$ cat src/rtl/fixed_accumulate.sv
// Frame accumulator for signed fixed-point samples: sums up to LENGTH samples,
// applies a round-half-up arithmetic right shift, and saturates to BITS.
module fixed_accumulate #(
  parameter int    BITS      = 8,
  parameter string PRECISION = "FIXED_4_4",
  parameter int    LENGTH    = 16,
  parameter int    SHIFT     = 0
) (
  input  logic                           clk,
  input  logic                           rst_n,
  input  logic                           in_valid,
  input  logic signed [BITS-1:0]         d,
  input  logic                           in_last,
  output logic                           out_valid,
  output logic signed [BITS-1:0]         c,
  output logic                           sat,
  output logic [$clog2(LENGTH+1)-1:0]    count
);

  localparam int CW       = $clog2(LENGTH + 1);
  localparam int ACC_BITS = BITS + $clog2(LENGTH) + 1;
  // One spare bit so adding the rounding constant can never wrap.
  localparam int RW       = ACC_BITS + 1;

  localparam logic signed [RW-1:0] HALF  = (RW'(1) << SHIFT) >> 1;
  localparam logic signed [RW-1:0] MAX_R = RW'((2 ** (BITS - 1)) - 1);
  localparam logic signed [RW-1:0] MIN_R = RW'(-(2 ** (BITS - 1)));

  // The format tag is descriptive only and never alters the arithmetic.
  if (PRECISION == "") begin : g_untagged
  end

  logic signed [ACC_BITS-1:0] acc_q, acc_d;
  logic [CW-1:0]              count_q, count_d;
  logic                       out_valid_q, out_valid_d;
  logic signed [BITS-1:0]     c_q, c_d;
  logic                       sat_q, sat_d;

  logic signed [ACC_BITS-1:0] sum;
  logic signed [RW-1:0]       rnd;
  logic                       final_sample;

  always_comb begin
    sum          = acc_q + ACC_BITS'(d);
    rnd          = (RW'(sum) + HALF) >>> SHIFT;
    final_sample = in_valid && (in_last || (count_q == CW'(LENGTH - 1)));

    acc_d       = acc_q;
    count_d     = count_q;
    out_valid_d = 1'b0;
    c_d         = c_q;
    sat_d       = sat_q;

    if (in_valid) begin
      if (final_sample) begin
        acc_d       = '0;
        count_d     = '0;
        out_valid_d = 1'b1;
        if (rnd > MAX_R) begin
          c_d   = MAX_R[BITS-1:0];
          sat_d = 1'b1;
        end else if (rnd < MIN_R) begin
          c_d   = MIN_R[BITS-1:0];
          sat_d = 1'b1;
        end else begin
          c_d   = rnd[BITS-1:0];
          sat_d = 1'b0;
        end
      end else begin
        acc_d   = sum;
        count_d = count_q + 1'b1;
      end
    end
  end

  always_ff @(posedge clk) begin
    if (!rst_n) begin
      acc_q       <= '0;
      count_q     <= '0;
      out_valid_q <= 1'b0;
      c_q         <= '0;
      sat_q       <= 1'b0;
    end else begin
      acc_q       <= acc_d;
      count_q     <= count_d;
      out_valid_q <= out_valid_d;
      c_q         <= c_d;
      sat_q       <= sat_d;
    end
  end

  assign out_valid = out_valid_q;
  assign c         = c_q;
  assign sat       = sat_q;
  assign count     = count_q;

endmodule

$ cat config.mk
export PLATFORM = sky130hd
export DESIGN_NAME = fixed_accumulate
export DESIGN_NICKNAME = d
export VERILOG_FILES = /design/src/rtl/fixed_accumulate.sv
export SDC_FILE = /design/constraint.sdc
export NUM_CORES = 1
export LEC_CHECK = 0
export ABC_CLOCK_PERIOD_IN_PS = 3700
export BUFFER_PORTS_ARGS = -buffer_cell sky130_fd_sc_hd__buf_2
export CAP_MARGIN = 10
export CORE_MARGIN = 2
export CORE_UTILIZATION = 45
export CTS_CLUSTER_DIAMETER = 120
export DETAILED_ROUTE_END_ITERATION = 6
export GPL_TIMING_DRIVEN = 0
export PLACE_DENSITY = 0.7
export REMOVE_ABC_BUFFERS = 1
export SKIP_CTS_REPAIR_TIMING = 1
export SYNTH_ARGS = -nofsm -noshare
export SYNTH_HDL_FRONTEND = slang
export SYNTH_SLANG_ARGS = --single-unit
$ cat constraint.sdc
create_clock -name clk -period 3.7 [get_ports clk]
set_clock_uncertainty 0.2 [all_clocks]
set_input_delay 0.555 -clock clk [delete_from_list [all_inputs] [get_ports clk]]
set_output_delay 0.555 -clock clk [all_outputs]
set_load 0.01 [all_outputs]
# Yosys cells after proc, flatten, opt, wreduce, memory -nomap -nowiden
# Index checks and enable logic that the tools add are counted.
[classes]
add_sub_neg = 2
n_lt_le_gt_ge = 2
n_reduce_logical = 4
mux = 7
eq_ne = 1
[op_table]
columns = ["op", "n"]
rows = [
  ["$mux W8", 2],
  ["$add A13 B8 Y13", 1],
  ["$gt A13 B8 Y1 const B", 1],
  ["$lt A13 B8 Y1 const B", 1],
  ["$mux W13", 1],
  ["$add A5 B1 Y5 const B", 1],
  ["$eq A5 B4 Y1 const B", 1],
  ["$mux W5", 1],
  ["$reduce_and A2 Y1", 2],
  ["$mux W1", 3],
  ["$logic_and A1 B1 Y1", 1],
  ["$logic_or A1 B1 Y1", 1],
]
[word_totals]
register_bits = 28
inputBits = 12
word_cells = 21
output_inout_bits = 15

# Logic depth before layout (Yosys ltp)
[depth]
depth_word = 4
ltp_mapped = 10
ltp_nobuf = 10

# Least setup slack after synthesis
# Ideal clock, no wire load.
[synth_path]
path_type = "input -> register"
startpoint = "in d[1]"
endpoint = "reg c_q[6], in the netlist c[6]"
path_slack_ps = 831
path_buffers = 0
required_time_ps = 3375
cell_stages = 8
setup_ps = 125
arrival_time_ps = 2543
cell_sequence = "ha_1 -> a211o_1 -> a211oi_1 -> nor2_1 -> a311oi_2 -> nand4_1 -> a31oi_2 -> a21oi_1"
[synth_between]
elab_chain_len = 4
word_cells_on_any_way = 5
classes_between = "1 x add/sub; 2 x order compare; 2 x mux"
[synth_rtl]
columns = ["element", "line_no", "rtl"]
rows = [
  ["from (decl)", "12", "input logic signed [BITS-1:0] d,"],
  ["$add A13 B8 Y13 (*)", "44", "sum = acc_q + ACC_BITS'(d);"],
  ["$lt A13 B8 Y1", "62", "end else if (rnd < MIN_R) begin"],
  ["$mux W8", "62", ""],
  ["$mux W8 (*)", "59", "if (rnd > MAX_R) begin"],
  ["to (signal assigned)", "81", "c_q <= '0;"],
  ["to (signal assigned)", "87", "c_q <= c_d;"],
  ["to (decl)", "36", "logic signed [BITS-1:0] c_q, c_d;"],
]
# Mark *: on every way between the ends. The rest lies on a longest branch, timed or not.
# A chain may end at the register's enable or synchronous reset.

# Worst setup path after layout
[layout_path]
startpoint = "in d[1]"
endpoint = "reg c_q[3], in the netlist c[3]"
# The elaborated chain is that of the path after synthesis.

==> impl_metrics.tcl <==
set metrics [dict create \
    status "complete, no violations" \
    synth_area_leaders "dfxtp_1, ha_1, a21oi_1, nor2b_1, a21o_1" \
    clk_pin_slew_ps 100 \
    synth_flop_cell "dfxtp_1" \
    synthAdderAreaFrac_pct 10.3 \
    rsz0062_at_grt "false" \
    yosys.area_share.simple_pct 18.4 \
    finalWeightedCongestion 0.774 \
    nNetsFinal 269 \
    synth_xor_area_share_pct 4.18 \
    grt_start_max_net_pins 28 \
    slew_violations 0 \
    track_usage_pct 18.8 \
    period_share_pct 84.9 \
    synth-compound-area-share_pct 33.2 \
    cts_buffers 3 \
    cp_max_fo 5 \
    syn_to_final_growth_pct 12.7 \
    synth_top_area_share_pct 29.7 \
    fp-row-count 23 \
    layout-drive-gt1-share_pct 14.9 \
    ys_ff_latch 28 \
    drc 0 \
    holdCritPathClass "reg2reg" \
    synth_edf_count 0 \
    dp_hpwl_um 3230 \
    dp_cells 287 \
    cts_tree "done" \
    layout.cells.non_filler 291 \
    synthMuxAreaShare_pct 0.531 \
    async_flop_share_pct 0 \
    finalSetupTns_ps 0 \
    post-place-ws_ps 276 \
    port_buffers 26 \
    worstPathRequired_ps 3660 \
    synth_common_cells "dfxtp_1, a21oi_1, ha_1, inv_1, nor2b_1" \
    p_leak_nw 0.951 \
    max-vdd-ir-drop_v 0.000154 \
    yosysWarnings 0 \
    startpoint_type "input pin" \
    post-route-util_pct 52.8 \
    setup_slack_ps 557 \
    drv_cap 0 \
    synth_top_area_cell "dfxtp_1" \
    hold_viol 0 \
    setup_viol_count_final 0 \
    antenna_found_initial 0 \
    crit_type "in2reg" \
    clk_latency_ps 270 \
    cts_root_buffer "clkbuf_8" \
    synth.most_common_cell "dfxtp_1" \
    cts_buffer_depth 2 \
    drtIter0Drc 58 \
    path_cells "buf_2, ha_1, a211o_1, a211oi_1, nor2_1, a311oi_2, nand4_1, a31oi_2, a21oi_1" \
    detail_route.vias_per_cell 5.69 \
    slowest_delay_ps 470 \
    synth_top_family_by_area "compound AO/OA/AOI/OAI gates" \
    cp_data_arrival_time_ps 3100 \
    power_density_nw_per_um2 368 \
    whs_ps 287 \
    yosysUniqueCellTypes 48 \
    fmax_ghz 0.318 \
    die_w_um 68.8 \
    start_util_pct 46.8 \
    relSlewSlack_pct 29.1 \
    die_area_um2 4730 \
    num_vias 1655 \
    syn_inst 217 \
    diodes 0 \
    gr-total-overflow 0 \
    synth-seq-area-share_pct 29.7 \
    design.core.area_um2 4030 \
    syn_area_per_cell_um2 8.69 \
    cts_sinks 28 \
    postRouteWirelength_um 4210 \
    ant_nets 0 \
    period_needed_ps 3140 \
    ios 27 \
    htreeDepth 1 \
    first_pass_iters 4 \
    wl_per_cell_um 14.5 \
    end_kind "flip-flop" \
    netlist_area_um2 1890 \
    grt_pass1_wl_um 6680 \
    worst_pin_slew_ps 1050 \
    slowest_stage "a311oi_2" \
    grt_pass1_vias 1440 \
    die_h_um 68.8 \
]
[registers in the layout, indices dropped and copies added, names as in the netlist]
register,count
count,5
sat,1
out_valid,1
acc_q,13
c,8
[layout make-up]
class	count	area, um2
clock inverter	1	30.0
inverter	12	45.0
tap	50	62.6
timing repair buffer	26	130
sequential	28	561
multi-input combinational	171	1260
fill	383	1900
clock buffer	3	41.3
[logic make-up (layout without fill, tap and decap cells)]
logic type,count (synthesis),in the layout
AOI/OAI and AO/OA,85,85
and+or+nand+nor,61,61
DFF,28,28
buffers and inverters,18,42
adders and majority gates,15,15
xor gates and xnor gates,9,9
muxes,1,1
[worst paths after layout]
check	start	depth (start not counted)	slack (ps)	end
max	d[1]	9	560	c[3]$_SDFFE_PN0P_
min	c[1]$_SDFFE_PN0P_	2	290	c[1]$_SDFFE_PN0P_
max reg2reg	acc_q[1]$_SDFFE_PN0P_	8	630	c[3]$_SDFFE_PN0P_
min reg2reg	c[1]$_SDFFE_PN0P_	2	290	c[1]$_SDFFE_PN0P_
[power by group]
part           switching [mW]  internal, mW  leakage (nW)
Clock                  0.0973         0.145        0.0357
Combinational           0.125        0.0885         0.686
Sequential            0.00884         0.317         0.229
[stage by stage]
stage | instance area [um2] | power, mW
after floorplan | 1860 | 0.490
after global placement | 2050 | 0.542
after detailed placement | 2050 | 0.545
after CTS | 2130 | 0.790
after global routing | 2130 | 0.824
final | 2130 | 0.782
[cells in the final DEF, fill, tap and decap left out, drive strengths merged, types with 2 or more instances in the layout]
master  count
o21ai      12
a22oi       8
o31a        2
dfxtp      28
a21o        8
nand2       6
o31ai       8
inv        12
o22ai       2
a21oi      16
nand3       8
o21a        5
nor2b      12
a211o       3
a31oi       5
nand4       2
o211a       3
nor4        2
and2        8
clkbuf      3
nor2       10
a211oi      5
and3        3
a311oi      2
nor3        4
ha         14
xor2        3
buf        26
or3         2
xnor2       6
[routing by layer]
metal	vias to the layer above	part of all wire [%]	GRT usage [%]
met3	6	2.9	3.90
li1	870	-	-
met1	757	50	26.9
met5	-	0	0
met2	22	46	29.3
met4	0	0.90	3.68
[critical path: cells and delay by family]
kind | cells | cell delay, ps
buffers and inverters | 1 | 100
adder cells (fa/ha/maj) | 1 | 310
AND/OR/NAND/NOR | 2 | 400
AO/OA/AOI/OAI | 5 | 1740
(Power assumes the default switching activity.)
